<file path="src/rtl/wb_button_led_pkg.sv">
// Shared constants for the button/LED Wishbone block: register word offsets,
// field positions, and the button-to-LED mirror mapping.
package wb_button_led_pkg;

    localparam int NUM_BTN = 3;
    localparam int NUM_LED = 8;

    // Word offsets (adr[7:2])
    localparam logic [5:0] REG_CTRL     = 6'h00;
    localparam logic [5:0] REG_LED      = 6'h01;
    localparam logic [5:0] REG_STATUS   = 6'h02;
    localparam logic [5:0] REG_DEBOUNCE = 6'h03;
    localparam logic [5:0] REG_IRQ_EN   = 6'h04;

    localparam int CTRL_MODE_BIT  = 0;
    localparam int STATUS_EVT_LSB = 8;

    // LED k follows button (k mod NUM_BTN) so all buttons pressed lights every LED.
    function automatic logic [NUM_LED-1:0] mirror_leds(input logic [NUM_BTN-1:0] lvl);
        logic [NUM_LED-1:0] r;
        r = '0;
        for (int k = 0; k < NUM_LED; k++) begin
            r[k] = lvl[k % NUM_BTN];
        end
        return r;
    endfunction

endpackage

</file>
<file path="src/rtl/wb_button_led_if.sv">
// Wishbone B4 classic bus bundle for the button/LED responder.
interface wb_button_led_if;
    logic        wbs_cyc_i;
    logic        wbs_stb_i;
    logic        wbs_we_i;
    logic [3:0]  wbs_sel_i;
    logic [31:0] wbs_adr_i;
    logic [31:0] wbs_dat_i;
    logic        wbs_ack_o;
    logic [31:0] wbs_dat_o;

    modport slave (
        input  wbs_cyc_i, wbs_stb_i, wbs_we_i, wbs_sel_i, wbs_adr_i, wbs_dat_i,
        output wbs_ack_o, wbs_dat_o
    );

    modport master (
        output wbs_cyc_i, wbs_stb_i, wbs_we_i, wbs_sel_i, wbs_adr_i, wbs_dat_i,
        input  wbs_ack_o, wbs_dat_o
    );
endinterface

</file>
<file path="src/rtl/wb_button_led_btn_debounce.sv">
// One button path: 2-flop synchroniser, stable-cycle counter, debounced level.
// rise pulses in the cycle before level goes 0->1 so events land on the same edge.
module btn_debounce (
    input  logic        wb_clk_i,
    input  logic        wb_rstn_i,
    input  logic        pin,
    input  logic [15:0] n,
    output logic        level,
    output logic        rise
);

    logic        sync_a;
    logic        sync_b;
    logic [15:0] cnt;
    logic [15:0] limit;
    logic        fire;

    // N=0 is treated as N=1
    assign limit = (n == 16'd0) ? 16'd0 : n - 16'd1;
    assign fire  = (sync_b != level) && (cnt == limit);
    assign rise  = fire && sync_b;

    always_ff @(posedge wb_clk_i or negedge wb_rstn_i) begin
        if (!wb_rstn_i) begin
            sync_a <= 1'b0;
            sync_b <= 1'b0;
            cnt    <= '0;
            level  <= 1'b0;
        end else begin
            sync_a <= pin;
            sync_b <= sync_a;
            if (sync_b == level) begin
                cnt <= '0;
            end else if (fire) begin
                level <= sync_b;
                cnt   <= '0;
            end else begin
                cnt <= cnt + 16'd1;
            end
        end
    end

endmodule

</file>
<file path="src/rtl/wb_button_led.sv">
// Wishbone responder owning three debounced buttons and eight LEDs.
// Define BUTTON_IRQ_EN to include the IRQ_EN register and irq_o logic.
module wb_button_led
    import wb_button_led_pkg::*;
#(
    parameter logic [31:0] BASE_ADDR = 32'h3000_0000,
    parameter logic [15:0] DB_RESET  = 16'd8
) (
    input  logic                wb_clk_i,
    input  logic                wb_rstn_i,
    wb_button_led_if.slave      wb,
    input  logic [NUM_BTN-1:0]  btn_i,
    output logic [NUM_LED-1:0]  led_o,
    output logic                irq_o
);

    logic               hit;
    logic               access;
    logic               wr_en;
    logic [5:0]         word;
    logic [31:0]        rdata;
    logic               mode;
    logic [NUM_LED-1:0] led_reg;
    logic [15:0]        db_n;
    logic [NUM_BTN-1:0] level;
    logic [NUM_BTN-1:0] rise;
    logic [NUM_BTN-1:0] events;
    logic [NUM_BTN-1:0] evt_clr;
    logic               unused_bits;

    assign unused_bits = ^{wb.wbs_adr_i[1:0], wb.wbs_dat_i[31:16], wb.wbs_sel_i[3:2]};

    assign hit    = wb.wbs_cyc_i & wb.wbs_stb_i & (wb.wbs_adr_i[31:8] == BASE_ADDR[31:8]);
    assign access = hit & ~wb.wbs_ack_o;
    assign wr_en  = access & wb.wbs_we_i;
    assign word   = wb.wbs_adr_i[7:2];

    for (genvar i = 0; i < NUM_BTN; i++) begin : g_btn
        btn_debounce u_db (
            .wb_clk_i  (wb_clk_i),
            .wb_rstn_i (wb_rstn_i),
            .pin       (btn_i[i]),
            .n         (db_n),
            .level     (level[i]),
            .rise      (rise[i])
        );
    end

`ifdef BUTTON_IRQ_EN
    logic [NUM_BTN-1:0] irq_en;

    always_ff @(posedge wb_clk_i or negedge wb_rstn_i) begin
        if (!wb_rstn_i) begin
            irq_en <= '0;
        end else if (wr_en && word == REG_IRQ_EN && wb.wbs_sel_i[0]) begin
            irq_en <= wb.wbs_dat_i[NUM_BTN-1:0];
        end
    end

    assign irq_o = |(events & irq_en);
`else
    assign irq_o = 1'b0;
`endif

    always_comb begin
        rdata = '0;
        case (word)
            REG_CTRL:     rdata[CTRL_MODE_BIT] = mode;
            REG_LED:      rdata[NUM_LED-1:0] = led_reg;
            REG_STATUS: begin
                rdata[NUM_BTN-1:0] = level;
                rdata[STATUS_EVT_LSB +: NUM_BTN] = events;
            end
            REG_DEBOUNCE: rdata[15:0] = db_n;
`ifdef BUTTON_IRQ_EN
            REG_IRQ_EN:   rdata[NUM_BTN-1:0] = irq_en;
`endif
            default:      rdata = '0;
        endcase
    end

    // A rising event in the same cycle as its W1C clear survives the clear
    assign evt_clr = (wr_en && word == REG_STATUS && wb.wbs_sel_i[1])
                   ? wb.wbs_dat_i[STATUS_EVT_LSB +: NUM_BTN] : '0;

    always_ff @(posedge wb_clk_i or negedge wb_rstn_i) begin
        if (!wb_rstn_i) begin
            wb.wbs_ack_o <= 1'b0;
            wb.wbs_dat_o <= '0;
            mode         <= 1'b1;
            led_reg      <= '0;
            db_n         <= DB_RESET;
            events       <= '0;
        end else begin
            wb.wbs_ack_o <= access;
            wb.wbs_dat_o <= access ? rdata : 32'h0;
            events       <= (events & ~evt_clr) | rise;
            if (wr_en) begin
                case (word)
                    REG_CTRL: if (wb.wbs_sel_i[0]) mode <= wb.wbs_dat_i[CTRL_MODE_BIT];
                    REG_LED:  if (wb.wbs_sel_i[0]) led_reg <= wb.wbs_dat_i[NUM_LED-1:0];
                    REG_DEBOUNCE: begin
                        if (wb.wbs_sel_i[0]) db_n[7:0]  <= wb.wbs_dat_i[7:0];
                        if (wb.wbs_sel_i[1]) db_n[15:8] <= wb.wbs_dat_i[15:8];
                    end
                    default: ;
                endcase
            end
        end
    end

    assign led_o = mode ? mirror_leds(level) : led_reg;

endmodule

</file>
<file path="src/flat_wrapper.sv">
// flat-port wrapper written by rule: the top's interface ports become plain ports
module wb_button_led_flat import wb_button_led_pkg::*;
#(
    parameter logic [31:0] BASE_ADDR = 32'h3000_0000,
    parameter logic [15:0] DB_RESET  = 16'd8
)
  (wb_clk_i, wb_rstn_i, btn_i, led_o, irq_o, wb_wbs_cyc_i, wb_wbs_stb_i, wb_wbs_we_i, wb_wbs_sel_i, wb_wbs_adr_i, wb_wbs_dat_i, wb_wbs_ack_o, wb_wbs_dat_o);
  wb_button_led_if wb_i ();
  input  logic wb_clk_i;
  input  logic wb_rstn_i;
  input  logic [NUM_BTN-1:0] btn_i;
  output logic [NUM_LED-1:0] led_o;
  output logic irq_o;
  input wire logic [$bits(wb_i.wbs_cyc_i)-1:0] wb_wbs_cyc_i;
  input wire logic [$bits(wb_i.wbs_stb_i)-1:0] wb_wbs_stb_i;
  input wire logic [$bits(wb_i.wbs_we_i)-1:0] wb_wbs_we_i;
  input wire logic [$bits(wb_i.wbs_sel_i)-1:0] wb_wbs_sel_i;
  input wire logic [$bits(wb_i.wbs_adr_i)-1:0] wb_wbs_adr_i;
  input wire logic [$bits(wb_i.wbs_dat_i)-1:0] wb_wbs_dat_i;
  output wire logic [$bits(wb_i.wbs_ack_o)-1:0] wb_wbs_ack_o;
  output wire logic [$bits(wb_i.wbs_dat_o)-1:0] wb_wbs_dat_o;
  assign wb_i.wbs_cyc_i = wb_wbs_cyc_i;
  assign wb_i.wbs_stb_i = wb_wbs_stb_i;
  assign wb_i.wbs_we_i = wb_wbs_we_i;
  assign wb_i.wbs_sel_i = wb_wbs_sel_i;
  assign wb_i.wbs_adr_i = wb_wbs_adr_i;
  assign wb_i.wbs_dat_i = wb_wbs_dat_i;
  assign wb_wbs_ack_o = wb_i.wbs_ack_o;
  assign wb_wbs_dat_o = wb_i.wbs_dat_o;
  wb_button_led #(.BASE_ADDR(BASE_ADDR), .DB_RESET(DB_RESET)) u_core (.wb_clk_i(wb_clk_i), .wb_rstn_i(wb_rstn_i), .wb(wb_i), .btn_i(btn_i), .led_o(led_o), .irq_o(irq_o));
endmodule
</file>
<file path="config.mk">
export PLATFORM = sky130hd
export DESIGN_NAME = wb_button_led_flat
export DESIGN_NICKNAME = d
export VERILOG_FILES = /design/src/rtl/wb_button_led_pkg.sv /design/src/rtl/wb_button_led_if.sv /design/src/rtl/wb_button_led_btn_debounce.sv /design/src/rtl/wb_button_led.sv /design/src/flat_wrapper.sv
export SDC_FILE = /design/constraint.sdc
export NUM_CORES = 1
export LEC_CHECK = 0
export CAP_MARGIN = 20
export CORE_MARGIN = 10
export CORE_UTILIZATION = 53
export DETAILED_ROUTE_END_ITERATION = 10
export MAX_ROUTING_LAYER = met4
export PLACE_DENSITY_LB_ADDON = 0.1
export SETUP_SLACK_MARGIN = 0.2
export SLEW_MARGIN = 30
export SYNTH_ARGS = -nofsm -noshare
export SYNTH_HDL_FRONTEND = slang
export SYNTH_SLANG_ARGS = --single-unit
</file>
<file path="constraint.sdc">
create_clock -name wb_clk_i -period 3.8 [get_ports wb_clk_i]
set_clock_uncertainty 0.1 [all_clocks]
set_input_delay 0.57 -clock wb_clk_i [delete_from_list [all_inputs] [get_ports wb_clk_i]]
set_output_delay 0.57 -clock wb_clk_i [all_outputs]
set_load 0.005 [all_outputs]
</file>
==> summary.txt, run 1 <==
Detailed routing
  • Vias per cell: 6.11
  • Post-DRT Antenna Nets: 0
  • DRC Markers: 0
  • Routed vias: 5586
  • DRT iter0 DRCs: 409
  • Post-detailed-routing wire length: 18400 µm
  • WL/cell: 20.1 µm
  • Iteration count of the initial detailed-routing pass: 5

Logic synthesis
  • Ys Warns: 0
  • EDFF count, synth: 0
  • Cell variety after synth: 78
  • Register bit total from synthesis: 102
  • Register area share after synthesis: 39.6%
  • Top_reg_cell synth: dfrtp_1
  • Synthesized area: 6460 µm²
  • Synthesized netlist cell count: 693
  • Ys async rst share: 100%
  • Average size of a mapped cell: 9.32 µm²

Global route
  • Overall Global Routing Usage: 23.0%
  • Gr ovfl total: 0
  • Initial antenna violation count: 0
  • Grt met3 use: 5.56%
  • Largest net degree at the start of global routing: 88
  • Number of global-route vias before repair: 5415
  • Most Crowded Layer GR: met2
  • First-pass GRT wire length: 29500 µm
  • Met2 global-route usage: 35.8%
  • Met1 usage: 29.3%

Cells and area
  • Max reg flops: 48
  • Area grow syn2layout: 19.1%
  • Most frequent cells in the layout: dfrtp_1 (100), clkdlybuf4s50_1 (79), nor3_1 (70), nor2_1 (43), nand2_1 (39)
  • Multi-input logic area: 3530 µm²
  • Biggest regs: u_core.g_btn.u_db.cnt x48, u_core.db_n x16, u_core.wb.wbs_dat_o x16
  • Reg with most FFs: u_core.g_btn.u_db.cnt
  • Antenna fix cells: 0
  • Commonest non-fill, non-tap cell in the layout: dfrtp_1
  • Reg area: 2550 µm²
  • Post-route cell area: 7690 µm²
  • Fin util: 64.3%
  • Share of layout cells above drive strength 1: 11.1%
  • Fin cells: 914
  • Nets: 843
  • FILL cells: 989

Critical path
  • CP arrival: 3.56 ns
  • Crit Reg-Reg Startpoint: u_core.db_n[0]$_DFFE_PN0P_
  • Startpoint types: flop
  • Worst reg-to-reg path cell count: 11
  • CP Class: reg2reg
  • Peak fanout along the critical path: 27
  • CP Data Required Time: 3.94 ns
  • Reg2reg end: u_core.g_btn[1].u_db.cnt[14]$_DFF_PN0_
  • Worst R2R Setup Slack: 0.37 ns
  • CP endpoint kind: flop

Hold path
  • Hold Path Class: in2async

Place
  • DP Area: 7380 µm²
  • Placer congestion estimate: 0.921
  • Post-DP HPWL: 14000 µm
  • PortBufs: 80
  • Placed Cells incl. Taps: 898

Die
  • Die width: 130 µm
  • Core Rows: 40
  • Total core area: 12000 µm²
  • Die height: 130 µm
  • Num ports: 118
  • Total die area: 17000 µm²
  • Initial core utilization: 54.0%

Clock network
  • Num CTS Buffers: 9
  • CTS tree: yes
  • CTS Buffer Depth: 2
  • Clock transition at the registers of the reported paths: 0.07 ns
  • Clk sinks: 102
  • H-tree depth: 3
  • Clock root buffer master: clkbuf_16
  • Clock Latency Late Sink: 0.36 ns

STA
  • Final number of max-transition violations: 0
  • Post-Route Setup TNS: 0 ns
  • Tightest Pin Transition: 0.765 ns
  • Slew HR: 49.0%
  • Final Setup Violations: 0
  • Tmin final: 3.43 ns
  • Final period util: 90.1%
  • Hold Violations, Final: 0
  • RSZ-0062 raised after global routing: false
  • Max Freq: 292 MHz

Power and ir drop
  • Leak Pwr: 3.26 nW
  • Cell Pwr Density: 361 nW/µm²
  • Max rail drop VDD: 0.357 mV

Outcome
  • Status: complete, no violations

Run
  • Max-cap violations: 0
[worst max-delay path: stages, from the launching register on]
cell      delay (ns)
dfrtp_1         0.38
inv_1           0.18
ha_1            0.20
or4b_1          0.55
nor4_4          0.31
buf_12          0.22
a21oi_1         0.09
a22o_1          0.25
nor4b_2         0.35
o2111a_1        0.35
buf_4           0.25
nor3_1          0.08
[area by class of cell]
cell class	count	area share, %
sequential	102	33.2
clock buffer	12	3.34
clock inverter	4	0.391
multi-input combinational	517	46.0
inverter	20	0.976
tap	147	2.39
timing repair buffer	112	13.7
[repair_timing]
| item | CTS | global route |
|---|---|---|
| gates resized for setup | 0 | 6 |
| setup buffers | 0 | 0 |
| setup endpoints to repair | 0 | 31 |
| hold buffers | 0 | 0 |
[power breakdown]
part	internal (W)	switching (W)	total, W
registers	0.00113	0.0000920	0.00123
logic	0.000294	0.000371	0.000664
clock network	0.000482	0.000406	0.000888
[kinds of logic after synthesis]
group / after synthesis / share of synthesized area, %
AO/OA/AOI/OAI: 109 / 12.2
XOR/XNOR: 64 / 9.34
adder cells (fa/ha/maj): 5 / 0.969
buffers and inverters: 90 / 7.02
flip-flops: 102 / 39.6
multiplexers: 36 / 6.22
other: 1 / 0.0581
AND/OR/NAND/NOR: 286 / 24.6
[cells in the mapped netlist, types with 7 or more instances]
cell type	number	area [µm²]
a21oi_1	14	70.1
a211oi_1	7	52.6
buf_4	21	158
inv_1	20	75.1
mux2i_1	15	150
buf_2	11	55.1
mux2_1	7	78.8
nor4_1	15	93.8
o21ai_0	29	145
nand2_1	39	146
nor2_1	43	161
mux2_2	12	135
nand3_1	26	130
dfrtp_1	100	2500
clkbuf_1	34	128
xnor2_1	30	263
nor3_1	70	350
xor2_1	31	272
or3_1	10	62.6
or4_1	7	52.6
nand4_1	20	125
and3_1	11	68.8
[per-layer routing]
metal,part of all wire (%),vias up
met5,0,-
met4,1.8,0
met1,44,2763
li1,-,2632
met3,6.5,30
met2,47,161
[per-stage QoR]
stage	hold WS [ns]	setup WS, ns	power, W
global placement	0.237	0.247	0.00189
detailed placement	0.239	0.189	0.00191
floorplan	0.174	0.523	0.00165
finish	0.171	0.375	0.00278
CTS	0.201	0.237	0.00280
global route	0.238	0.214	0.00293
[worst max path at each step]
| stage | endpoint | startpoint | slack (ns) |
|---|---|---|---|
| 3_5_place_dp | u_core.db_n[15]$_DFFE_PN0P_ | wb_wbs_adr_i[9] | 0.19 |
| 2_1_floorplan | u_core.g_btn[1].u_db.level$_DFFE_PN0P_ | u_core.db_n[0]$_DFFE_PN0P_ | 0.52 |
| 6_report | u_core.g_btn[1].u_db.cnt[14]$_DFF_PN0_ | u_core.db_n[0]$_DFFE_PN0P_ | 0.37 |
| 3_3_place_gp | u_core.db_n[10]$_DFFE_PN0P_ | wb_wbs_adr_i[29] | 0.25 |
| 4_1_cts | u_core.g_btn[1].u_db.level$_DFFE_PN0P_ | u_core.db_n[0]$_DFFE_PN0P_ | 0.24 |
| 5_1_grt | u_core.g_btn[1].u_db.cnt[10]$_DFF_PN0_ | u_core.db_n[3]$_DFFE_PN1P_ | 0.21 |
Note: power is estimated with default switching activity, not from simulation.
==> run 2: changes to the inputs <==
- GPL_ROUTABILITY_DRIVEN: default -> 1
==> results of run 2 <==
Final layout, timing and power as in run 1 (identical DEF).
